[src/rtl/arb_pkg.sv]
// Shared types and defaults for the round-robin index arbiter and its picker.
package arb_pkg;

   typedef enum logic {IDLE, GRANT} state_t;

   localparam int N_DEF        = 5;
   localparam int MAX_HOLD_DEF = 16;
   localparam int HOLD_W_DEF   = 8;

   function automatic int REQ_W(input int n);
      return 2 ** n;
   endfunction

endpackage

[src/rtl/rr_pick_first.sv]
// Combinational round-robin pick: first set request at or above ptr, wrapping.
module rr_pick_first
   import arb_pkg::*;
#(
   parameter int N = N_DEF
) (
   input  logic [REQ_W(N)-1:0] req_i,
   input  logic [N-1:0]        ptr_i,
   output logic                any_req_o,
   output logic [N-1:0]        sel_idx_o
);

   localparam int W = REQ_W(N);

   logic [2*W-1:0] dbl;
   logic [W-1:0]   rot;
   logic [N-1:0]   off;

   always_comb begin
      // Rotating the doubled vector puts requester ptr at bit 0.
      dbl = {req_i, req_i} >> ptr_i;
      rot = dbl[W-1:0];
      off = '0;
      for (int i = W - 1; i >= 0; i--) begin
         if (rot[i]) off = N'(i);
      end
      any_req_o = |req_i;
      sel_idx_o = ptr_i + off;
   end

endmodule

[src/rtl/rr_index_arbiter.sv]
// Round-robin arbiter driving a binary grant index + valid into a one-hot decoder.
module rr_index_arbiter
   import arb_pkg::*;
#(
   parameter int N        = N_DEF,
   parameter int MAX_HOLD = MAX_HOLD_DEF,
   parameter int HOLD_W   = HOLD_W_DEF
) (
   input  logic                clk,
   input  logic                rst,
   input  logic [REQ_W(N)-1:0] req_i,
   input  logic                release_i,
   output logic [N-1:0]        grant_idx_o,
   output logic                grant_valid_o,
   output logic                timeout_o
);

   state_t              state_q, state_d;
   logic [N-1:0]        ptr_q, ptr_d;
   logic [N-1:0]        grant_idx_q, grant_idx_d;
   logic                grant_valid_q, grant_valid_d;
   logic [HOLD_W-1:0]   hold_cnt_q, hold_cnt_d;
   logic                timeout_q, timeout_d;

   logic                any_req;
   logic [N-1:0]        sel_idx;
   logic                hold_expired;

   rr_pick_first #(.N(N)) u_pick (
      .req_i     (req_i),
      .ptr_i     (ptr_q),
      .any_req_o (any_req),
      .sel_idx_o (sel_idx)
   );

   assign hold_expired = (MAX_HOLD != 0) && (hold_cnt_q == HOLD_W'(MAX_HOLD));

   always_comb begin
      state_d       = state_q;
      ptr_d         = ptr_q;
      grant_idx_d   = grant_idx_q;
      grant_valid_d = grant_valid_q;
      hold_cnt_d    = hold_cnt_q;
      timeout_d     = 1'b0;
      case (state_q)
         IDLE: begin
            if (any_req) begin
               grant_idx_d   = sel_idx;
               grant_valid_d = 1'b1;
               hold_cnt_d    = HOLD_W'(1);
               state_d       = GRANT;
            end
         end
         GRANT: begin
            // Release outranks withdrawal, which outranks the hold timeout.
            if (release_i || !req_i[grant_idx_q] || hold_expired) begin
               timeout_d     = !release_i && req_i[grant_idx_q];
               grant_valid_d = 1'b0;
               hold_cnt_d    = '0;
               ptr_d         = grant_idx_q + N'(1);
               state_d       = IDLE;
            end else if (hold_cnt_q != '1) begin
               hold_cnt_d = hold_cnt_q + HOLD_W'(1);
            end
         end
         default: state_d = IDLE;
      endcase
   end

   always_ff @(posedge clk or posedge rst) begin
      if (rst) begin
         state_q       <= IDLE;
         ptr_q         <= '0;
         grant_idx_q   <= '0;
         grant_valid_q <= 1'b0;
         hold_cnt_q    <= '0;
         timeout_q     <= 1'b0;
      end else begin
         state_q       <= state_d;
         ptr_q         <= ptr_d;
         grant_idx_q   <= grant_idx_d;
         grant_valid_q <= grant_valid_d;
         hold_cnt_q    <= hold_cnt_d;
         timeout_q     <= timeout_d;
      end
   end

   assign grant_idx_o   = grant_idx_q;
   assign grant_valid_o = grant_valid_q;
   assign timeout_o     = timeout_q;

endmodule

[config.mk]
export PLATFORM = sky130hd
export DESIGN_NAME = rr_index_arbiter
export DESIGN_NICKNAME = d
export VERILOG_FILES = /design/src/rtl/arb_pkg.sv /design/src/rtl/rr_pick_first.sv /design/src/rtl/rr_index_arbiter.sv
export SDC_FILE = /design/constraint.sdc
export NUM_CORES = 1
export LEC_CHECK = 0
export ABC_AREA = 1
export CAP_MARGIN = 20
export CORE_UTILIZATION = 27
export CTS_CLUSTER_DIAMETER = 200
export DETAILED_ROUTE_END_ITERATION = 8
export SYNTH_ARGS = -nofsm -noshare
export SYNTH_HDL_FRONTEND = slang
export SYNTH_SLANG_ARGS = --single-unit
[constraint.sdc]
create_clock -name clk -period 3.6 [get_ports clk]
set_input_delay 0.9 -clock clk [delete_from_list [all_inputs] [get_ports clk]]
set_output_delay 0.9 -clock clk [all_outputs]
set_load 0.03 [all_outputs]
==> metrics.cfg, run 1 <==
[outcome]
outcome=finished with violations
violations=negative setup slack

[timing]
fin_skew_ps=4.24
rsz0062_at_grt=true
min_period_over_period_pct=117
max_freq_ghz=0.236
worst_slew_pin_slew_ps=815
fin_ws_ps=-629
max-slew-margin-rel_pct=45.6
finalCriticalPeriod_ps=4230
drv_slew=0
final-setup-viol-count=4
hold_violations=0
holdWs_ps=532

[placed_design]
place_inst=1002
dp_hpwl_mm=11.4
portBuffers=41
gp_congestion=0.913
place_area_mm2=0.00527
place_ws_ps=-1320

[setup_path]
critical_path.max_stage_delay_ps=340
arrival_ps=4370
cp_top_family=simple AND/OR/NAND/NOR gates
crit_type=in2reg
slowest_stage=fa_2
path_common_cell=nand2_1
endpoint_kind=register
path_buf_inv=4
start_kind=primary input
required_ps=3740
cp_max_fo=3

[yosys]
synth_flop_cell=dfrtp_1
synth_top_area_share_pct=21.3
syn_nets=745
synth_edf_count=0
synthTopCellsByCount=nand2_1, nand3_1, inv_1, nor2_1, o21ai_0
netlist_area_mm2=0.00379
synthDistinctLibCells=41
yosysMostFrequentCell=nand2_1
yosys.area.top_type=nand2_1
ys_ff_latch=21
syn_area_per_cell_um2=5.40
synth_area_leaders=nand2_1, nand3_1, dfrtp_1, o21ai_0, inv_1
synth-seq-area-share_pct=13.9
postSynth.asyncResetShare_pct=100
synthesis.instances=702
yosysWarnings=0

[finish]
fin_util_pct=49.3
stdcell_count=1047
synthToLayoutAreaGrowth_pct=75.0
final_area_mm2=0.00663
antennaDiodeCount=0
fin_nets=915
drive_above_1_share_pct=45.0

[floorplanning]
fp-row-count=42
dieArea_mm2=0.0145
die_h_um=120
core-area_mm2=0.0135
die_w_um=120
ios=42
start_util_pct=28.2

[drt]
avgRoutedWirePerCell_um=15.8
ant_nets=0
drt-pass1-iter-count=5
routed_via_density=5.31
drtIter0Drc=489
vias=5563
drcViolationCount=0
drt_wl_total_mm=16.5

[grt]
grt_pass1_wl_mm=25.1
grt_pass1_vias=5043
grt_antenna_before_repair=0
grt_use_total_pct=21.4
grt_overflow=0
grt_max_degree=34

[clock_tree]
cts_root_buf=clkbuf_16
clkLatencyLatePin_ps=260
path_clk_slew_ps=60
cts_tree=done
cts_buffer_depth=2
cts_num_sinks=21
cts.htree.levels=1
cts_made_buffers=3

[pwr]
comb_power_share_pct=91.4
power.internal_w=0.00365
pwr-share-seq_pct=5.5
power.net_switching_w=0.00404
p_leak_nw=3.21
peakVddDrop_uv=538
power_switching_share_pct=52.5
p_per_area_mw_per_mm2=1160
clockPowerShare_pct=3.1

[flow_run]
drv_cap=0

[worst_hold_path]
hold_class=reg2reg

placed cells by master, fill, tap and decap left out, types with 2 or more instances in the layout:
cell / Yosys / final
a31oi_2: 0 / 3
clkbuf_16: 0 / 4
nand3_4: 0 / 19
xnor2_1: 2 / 2
o21ai_2: 4 / 10
nor3b_1: 2 / 2
a31oi_1: 9 / 5
inv_1: 54 / 51
o22ai_1: 10 / 10
dfrtp_1: 21 / 20
buf_4: 6 / 162
nor3_1: 5 / 5
xor2_1: 5 / 5
buf_2: 11 / 9
nand2_1: 215 / 158
buf_6: 4 / 11
nand3_1: 144 / 48
o21bai_1: 2 / 2
nand2_4: 0 / 24
a21boi_1: 0 / 2
ha_1: 7 / 6
mux2i_1: 2 / 2
clkdlybuf4s50_1: 0 / 9
nand2_8: 0 / 3
o21ai_1: 9 / 9
a21oi_1: 12 / 12
nand3_2: 2 / 79
nand2_2: 9 / 39
o21a_1: 13 / 13
nor2_1: 53 / 53
inv_2: 4 / 7
nor4_1: 10 / 10
buf_12: 0 / 9
nand4_1: 2 / 2
clkbuf_4: 0 / 2
o21ai_0: 53 / 46
area by class of cell:
type                    count  area [um2]
repair inverters            2        27.5
flip-flops and latches     21         527
clock inverters             1        5.00
well taps                 176         220
repair buffers            203        1700
multi-input cells         580        3820
inverters                  61         260
fillers                  1270        6820
clock buffers               3        75.1
registers in the layout, summed over array words and instances (netlist names):
register       flops
hold_cnt_q         8
grant_valid_o      1
timeout_o          1
grant_idx_o        5
ptr_q              5
state_q            1
worst paths after layout:
kind / start / end / slack (ps) / cells past startpoint
max: req_i[28] / grant_idx_o[4] / -630 / 40
min: grant_valid_o / grant_valid_o / 530 / 2
max reg2reg: ptr_q[0] / grant_idx_o[4] / -610 / 41
min reg2reg: grant_valid_o / grant_valid_o / 530 / 2
max in group asynchronous: rst / ptr_q[0] / 1940 / 2
min in group asynchronous: rst / grant_idx_o[2] / 1100 / 2
cell families (layout without fill, tap and decap cells):
logic type / Yosys count / count (layout) / synth area share (%)
AND/OR/NAND/NOR: 444 / 444 / 50.9
AO/OA/AOI/OAI: 119 / 119 / 18.3
multiplexers: 2 / 2 / 0.528
buffers and inverters: 101 / 270 / 12.0
XOR/XNOR: 7 / 7 / 1.62
adder cells (fa/ha/maj): 8 / 8 / 2.84
flip-flops: 21 / 21 / 13.9
power groups by stage:
stage	Clock [W]	Sequential, W	Combinational, W
after floorplan	0	0.000431	0.00316
after CTS	0.000242	0.000438	0.00613
after global placement	0	0.000430	0.00523
after global routing	0.000251	0.000437	0.00766
final	0.000238	0.000427	0.00703
after detailed placement	0	0.000431	0.00525
metal layers:
metal / vias to the layer above / global-route usage, % / wire length, um
met3: 64 / 2.08 / 1020
met5: - / 0 / 0
met4: 0 / 5.09 / 577
met1: 2582 / 28.6 / 7120
met2: 221 / 36.9 / 7780
li1: 2696 / - / -
metrics by stage:
step / total power, W / setup TNS (ps)
finish: 0.00770 / -1920
global route: 0.00835 / -3500
CTS: 0.00681 / -1460
detailed placement: 0.00568 / -5200
global placement: 0.00566 / -5010
floorplan: 0.00359 / -498
worst reg2reg max path, delay by kind of cell (launching register included):
kind            cells  cell delay, ps
simple gates       28            1730
xor+xnor            2             340
flops               1             420
fa+ha+maj           2             490
buf+inv             5             580
compound gates      4             540
what timing repair did:
| action | 4_1_cts | 5_1_grt |
|---|---|---|
| cloned | 0 | 3 |
| endpoints found under the setup margin | 5 | 5 |
| hold endpoints to repair | 0 | 0 |
| setup buffers | 30 | 9 |
| pin swaps | 54 | 29 |
| resized for setup | 276 | 110 |
| hold buffers | 0 | 0 |
Note: power is estimated with default switching activity, not from simulation.
==> run 2, diff against run 1 <==
--- a/config.mk
+++ b/config.mk
@@ -10,6 +10,7 @@
 export CORE_UTILIZATION = 27
 export CTS_CLUSTER_DIAMETER = 200
 export DETAILED_ROUTE_END_ITERATION = 8
+export REMOVE_ABC_BUFFERS = 1
 export SYNTH_ARGS = -nofsm -noshare
 export SYNTH_HDL_FRONTEND = slang
 export SYNTH_SLANG_ARGS = --single-unit
==> metrics.cfg, run 2 (synthesis results as in run 1) <==
[outcome]
outcome=finished with violations
violations=negative setup slack

[timing]
finalCriticalPeriod_ps=4170
max_freq_ghz=0.240
fin_skew_ps=2.23
tns_ps=-1610
rsz0062_at_grt=true
hold_violations=0
min_period_over_period_pct=116
worst_slew_pin_slew_ps=780
final-setup-viol-count=4
fin_ws_ps=-575
drv_slew=0
max-slew-margin-rel_pct=47.9

[setup_path]
crit_type=reg2reg
reg2reg_slack_ps=-570
r2r_start=ptr_q[0]
endpoint_kind=register
arrival_ps=4310
required_ps=3730
reg2reg_to=grant_idx_o[4]
setup.worst_path.start=ptr_q[0]
crit_end=grant_idx_o[4]
critical_path.max_stage_delay_ps=390
cp_max_fo=8
path_common_cell=nand2_1
r2r_cells=45
start_kind=register
slowest_stage=dfrtp_2

[finish]
antennaDiodeCount=0
drive_above_1_share_pct=46.9
largest_reg_flops=8
fin_nets=920
final_cell_mix=buf_4, nand2_1, nand3_2
final_area_mm2=0.00686
regMostFlops=hold_cnt_q
stdcell_count=1052
fin_util_pct=51.0
layout_commonest_cell=buf_4
synthToLayoutAreaGrowth_pct=81.0

[pwr]
p_per_area_mw_per_mm2=1190
power_switching_share_pct=52.4
power.internal_w=0.00388
peakVddDrop_uv=579
clockPowerShare_pct=2.8
p_leak_nw=3.29
pwr-share-seq_pct=5.5
comb_power_share_pct=91.7
power.net_switching_w=0.00426

[clock_tree]
cts_made_buffers=3
cts_hold_buf=0
path_clk_slew_ps=50
cts.htree.levels=1
cts_num_sinks=21
cts_tree=done
cts_buffer_depth=2
cts_root_buf=clkbuf_16
clkLatencyLatePin_ps=250

[floorplanning]
start_util_pct=28.2
die_h_um=120
dieArea_mm2=0.0145
fp-row-count=42
core-area_mm2=0.0135
die_w_um=120
ios=42

[drt]
ant_nets=0
avgRoutedWirePerCell_um=16.5
drcViolationCount=0
drtIter0Drc=524
vias=5717
routed_via_density=5.43
drt-pass1-iter-count=6
drt_wl_total_mm=17.4

[flow_run]
drv_cap=0

[placed_design]
place_area_mm2=0.00519
place_inst=997
dp_hpwl_mm=11.0
portBuffers=41
gp_congestion=0.922

[grt]
grt_max_degree=28
grt_antenna_before_repair=0
grt_use_total_pct=22.4
grt_pass1_vias=5393
grt_pass1_wl_mm=26.2
grt_overflow=0

[worst_hold_path]
hold_class=reg2reg
hold_depth=2

## run 2: cell types whose count changed in the layout (fill, tap and decap cells not counted), moves of 3 or more
| cell | before | now |
|---|---|---|
| nand3_1 | 48 | 52 |
| buf_4 | 162 | 152 |
| buf_2 | 9 | 1 |
| a31oi_4 | 1 | 4 |
| o21ai_2 | 10 | 13 |
| buf_16 | 0 | 3 |
| nand3_4 | 19 | 14 |
| nand2_1 | 158 | 151 |
| buf_6 | 11 | 31 |
| buf_8 | 0 | 3 |
| nand2_2 | 39 | 46 |
## run 2: how the worst min path moves through the flow
stage | startpoint | slack, ps | end
2_1_floorplan | hold_cnt_q[5] | 520 | hold_cnt_q[6]
3_3_place_gp | grant_valid_o | 540 | grant_valid_o
3_5_place_dp | grant_valid_o | 530 | grant_valid_o
4_1_cts | hold_cnt_q[5] | 560 | hold_cnt_q[6]
5_1_grt | hold_cnt_q[5] | 580 | hold_cnt_q[6]
6_report | grant_valid_o | 550 | grant_valid_o
## run 2: cell type report
type / count / area (um2)
Fill cell: 1262 / 6590
Inverter: 61 / 248
Tap cell: 176 / 220
Timing Repair Buffer: 208 / 1890
Multi-Input combinational cell: 580 / 3850
Clock buffer: 3 / 75.1
Sequential cell: 21 / 528
Clock inverter: 1 / 5.00
Timing Repair inverter: 2 / 41.3
## run 2: power groups by stage
stage	combinational [W]	sequential (W)	clock, W
3_3_place_gp	0.00518	0.000446	0
6_report	0.00746	0.000451	0.000228
4_1_cts	0.00664	0.000441	0.000233
3_5_place_dp	0.00518	0.000445	0
5_1_grt	0.00801	0.000456	0.000244
2_1_floorplan	0.00271	0.000599	0
## run 2: through the flow
step | worst slack, ps | hold WS, ps | power, W
after floorplan | -868 | 524 | 0.00331
after global placement | -1350 | 536 | 0.00562
after detailed placement | -1400 | 529 | 0.00563
after CTS | -471 | 560 | 0.00731
after global routing | -938 | 585 | 0.00872
final | -575 | 555 | 0.00814
## run 2: what timing repair did
item,in CTS,in global routing
gates resized for setup,378,71
setup buffers,38,8
cloned,4,1
endpoints found under the setup margin,5,5
pin swaps,77,31
## run 2: metal layers
layer / vias up / GRT usage (%) / wire (um)
met1: 2617 / 28.9 / 7190
met3: 86 / 1.79 / 1290
met2: 317 / 37.4 / 7990
met5: - / 0 / 0
met4: 0 / 11.2 / 947
li1: 2697 / - / -
## run 2: worst max-delay path, delay by kind of cell, from the launching register on
family	cells	cell delay [ps]
fa+ha+maj	2	550
compound gates	4	390
buf+inv	3	410
xor+xnor	2	350
flops	1	390
simple gates	34	1960
==> run 3, diff against run 2 <==
==> constraint.sdc (replaced) <==
create_clock -name clk -period 4.6 [get_ports clk]
set_input_delay 1.15 -clock clk [delete_from_list [all_inputs] [get_ports clk]]
set_output_delay 1.15 -clock clk [all_outputs]
set_load 0.03 [all_outputs]
==> metrics.cfg, run 3 (synthesis results as in run 1) <==
[outcome]
outcome=complete, no violations

[grt]
grt_use_total_pct=18.4
grt_pass1_vias=4485
grt_max_degree=35
grt_pass1_wl_mm=21.8
grt_overflow=0
grt_antenna_before_repair=0

[clock_tree]
cts_buffer_depth=2
cts_tree=done
path_clk_slew_ps=60
cts_root_buf=clkbuf_16
cts_num_sinks=21
cts.htree.levels=1
cts_made_buffers=3
cts_hold_buf=0
clkLatencyLatePin_ps=260

[floorplanning]
core-area_mm2=0.0135
fp-row-count=42
start_util_pct=28.2
dieArea_mm2=0.0145
die_w_um=120
ios=42
die_h_um=120

[finish]
fin_util_pct=40.0
synthToLayoutAreaGrowth_pct=41.8
drive_above_1_share_pct=31.8
final_cell_mix=nand2_1, buf_4, nand3_1
layout_commonest_cell=nand2_1
largest_reg_flops=8
regMostFlops=hold_cnt_q
antennaDiodeCount=0
fin_nets=853

[drt]
drcViolationCount=0
vias=5075
drt-pass1-iter-count=5
ant_nets=0
avgRoutedWirePerCell_um=14.0
routed_via_density=5.15
drt_wl_total_mm=13.8
drtIter0Drc=421

[setup_path]
start_kind=primary input
arrival_ps=4590
cp_max_fo=4
critical_path.max_stage_delay_ps=340
path_buf_inv=4
crit_type=in2reg
required_ps=4730
slowest_stage=fa_2
endpoint_kind=register
cp_top_family=simple AND/OR/NAND/NOR gates
path_common_cell=nand2_1

[timing]
min_period_over_period_pct=97.0
drv_slew=0
worst_slew_pin_slew_ps=808
fin_skew_ps=6.68
rsz0062_at_grt=true
max-slew-margin-rel_pct=46.1
hold_violations=0
max_freq_ghz=0.224
tns_ps=0
final-setup-viol-count=0
finalCriticalPeriod_ps=4460

[pwr]
p_leak_nw=2.63
peakVddDrop_uv=369
p_per_area_mw_per_mm2=884

[flow_run]
drv_cap=0

[placed_design]
gp_congestion=0.953
portBuffers=41
dp_hpwl_mm=10.4

[worst_hold_path]
hold_class=reg2reg

run 3: cell types whose count changed in the layout (fill, tap and decap cells not counted), moves of 21 or more:
cell / previous run / this run
nand2_1: 151 / 186
nand3_2: 80 / 54
buf_4: 152 / 103
nand3_1: 52 / 89
buf_6: 31 / 1
nand2_4: 24 / 3
clkbuf_2: 0 / 28
run 3: final timing paths:
kind                                    start              to  slack (ps)  depth (start not counted)
worst min register to register  grant_valid_o   grant_valid_o         540                          2
worst max-delay path                req_i[17]  grant_idx_o[4]         140                         42
min in group asynchronous                 rst   hold_cnt_q[7]        1350                          2
max in group asynchronous                 rst  grant_idx_o[0]        2740                          2
worst min-delay path            grant_valid_o   grant_valid_o         540                          2
worst max register to register       ptr_q[1]  grant_idx_o[4]         320                         41
run 3: per-stage QoR:
step / area [um2] / power [W] / hold WS (ps) / std cells / setup WS (ps)
3_5_place_dp: 4860 / 0.00398 / 505 / 965 / -659
3_3_place_gp: 4860 / 0.00399 / 532 / 965 / -637
2_1_floorplan: 3570 / 0.00259 / 524 / 662 / 114
4_1_cts: 5110 / 0.00435 / 540 / 972 / 8.07
5_1_grt: 5380 / 0.00523 / 586 / 985 / -384
6_report: 5380 / 0.00475 / 536 / 985 / 136
run 3: timing repair:
| action | in CTS | in global routing |
|---|---|---|
| endpoints found under the hold margin | 0 | 0 |
| setup buffers | 3 | 13 |
| endpoints found under the setup margin | 3 | 4 |
| resized for setup | 73 | 145 |
| pin swaps | 19 | 33 |
run 3: layout make-up:
type / instances / area, um2
clock buffers: 3 / 75.1
clock inverters: 1 / 7.51
fillers: 1458 / 8080
inverters: 61 / 236
multi-input cells: 580 / 3270
flip-flops and latches: 21 / 526
well taps: 176 / 220
repair buffers: 143 / 1040
run 3: tightest hold or removal path, cell delays in order, from the launching register on:
cell     delay, ps
dfrtp_1        350
nor2_1          50
nor2_1          90
run 3: layer usage:
layer  up-vias  share of wire [%]  global-route usage [%]
met2       161                 45                    30.2
met3        31                5.3                    1.04
met1      2312                 47                    26.4
met4         0                2.6                    4.17
met5         -                  0                       0
li1       2571                  -                       -
run 3: where the power goes:
part / switching, W / leakage, nW / internal, W
Clock: 0.0000691 / 0.0371 / 0.000118
Combinational: 0.00249 / 2.31 / 0.00174
Sequential: 0.0000983 / 0.274 / 0.000245
Total: 0.00265 / 2.63 / 0.00210
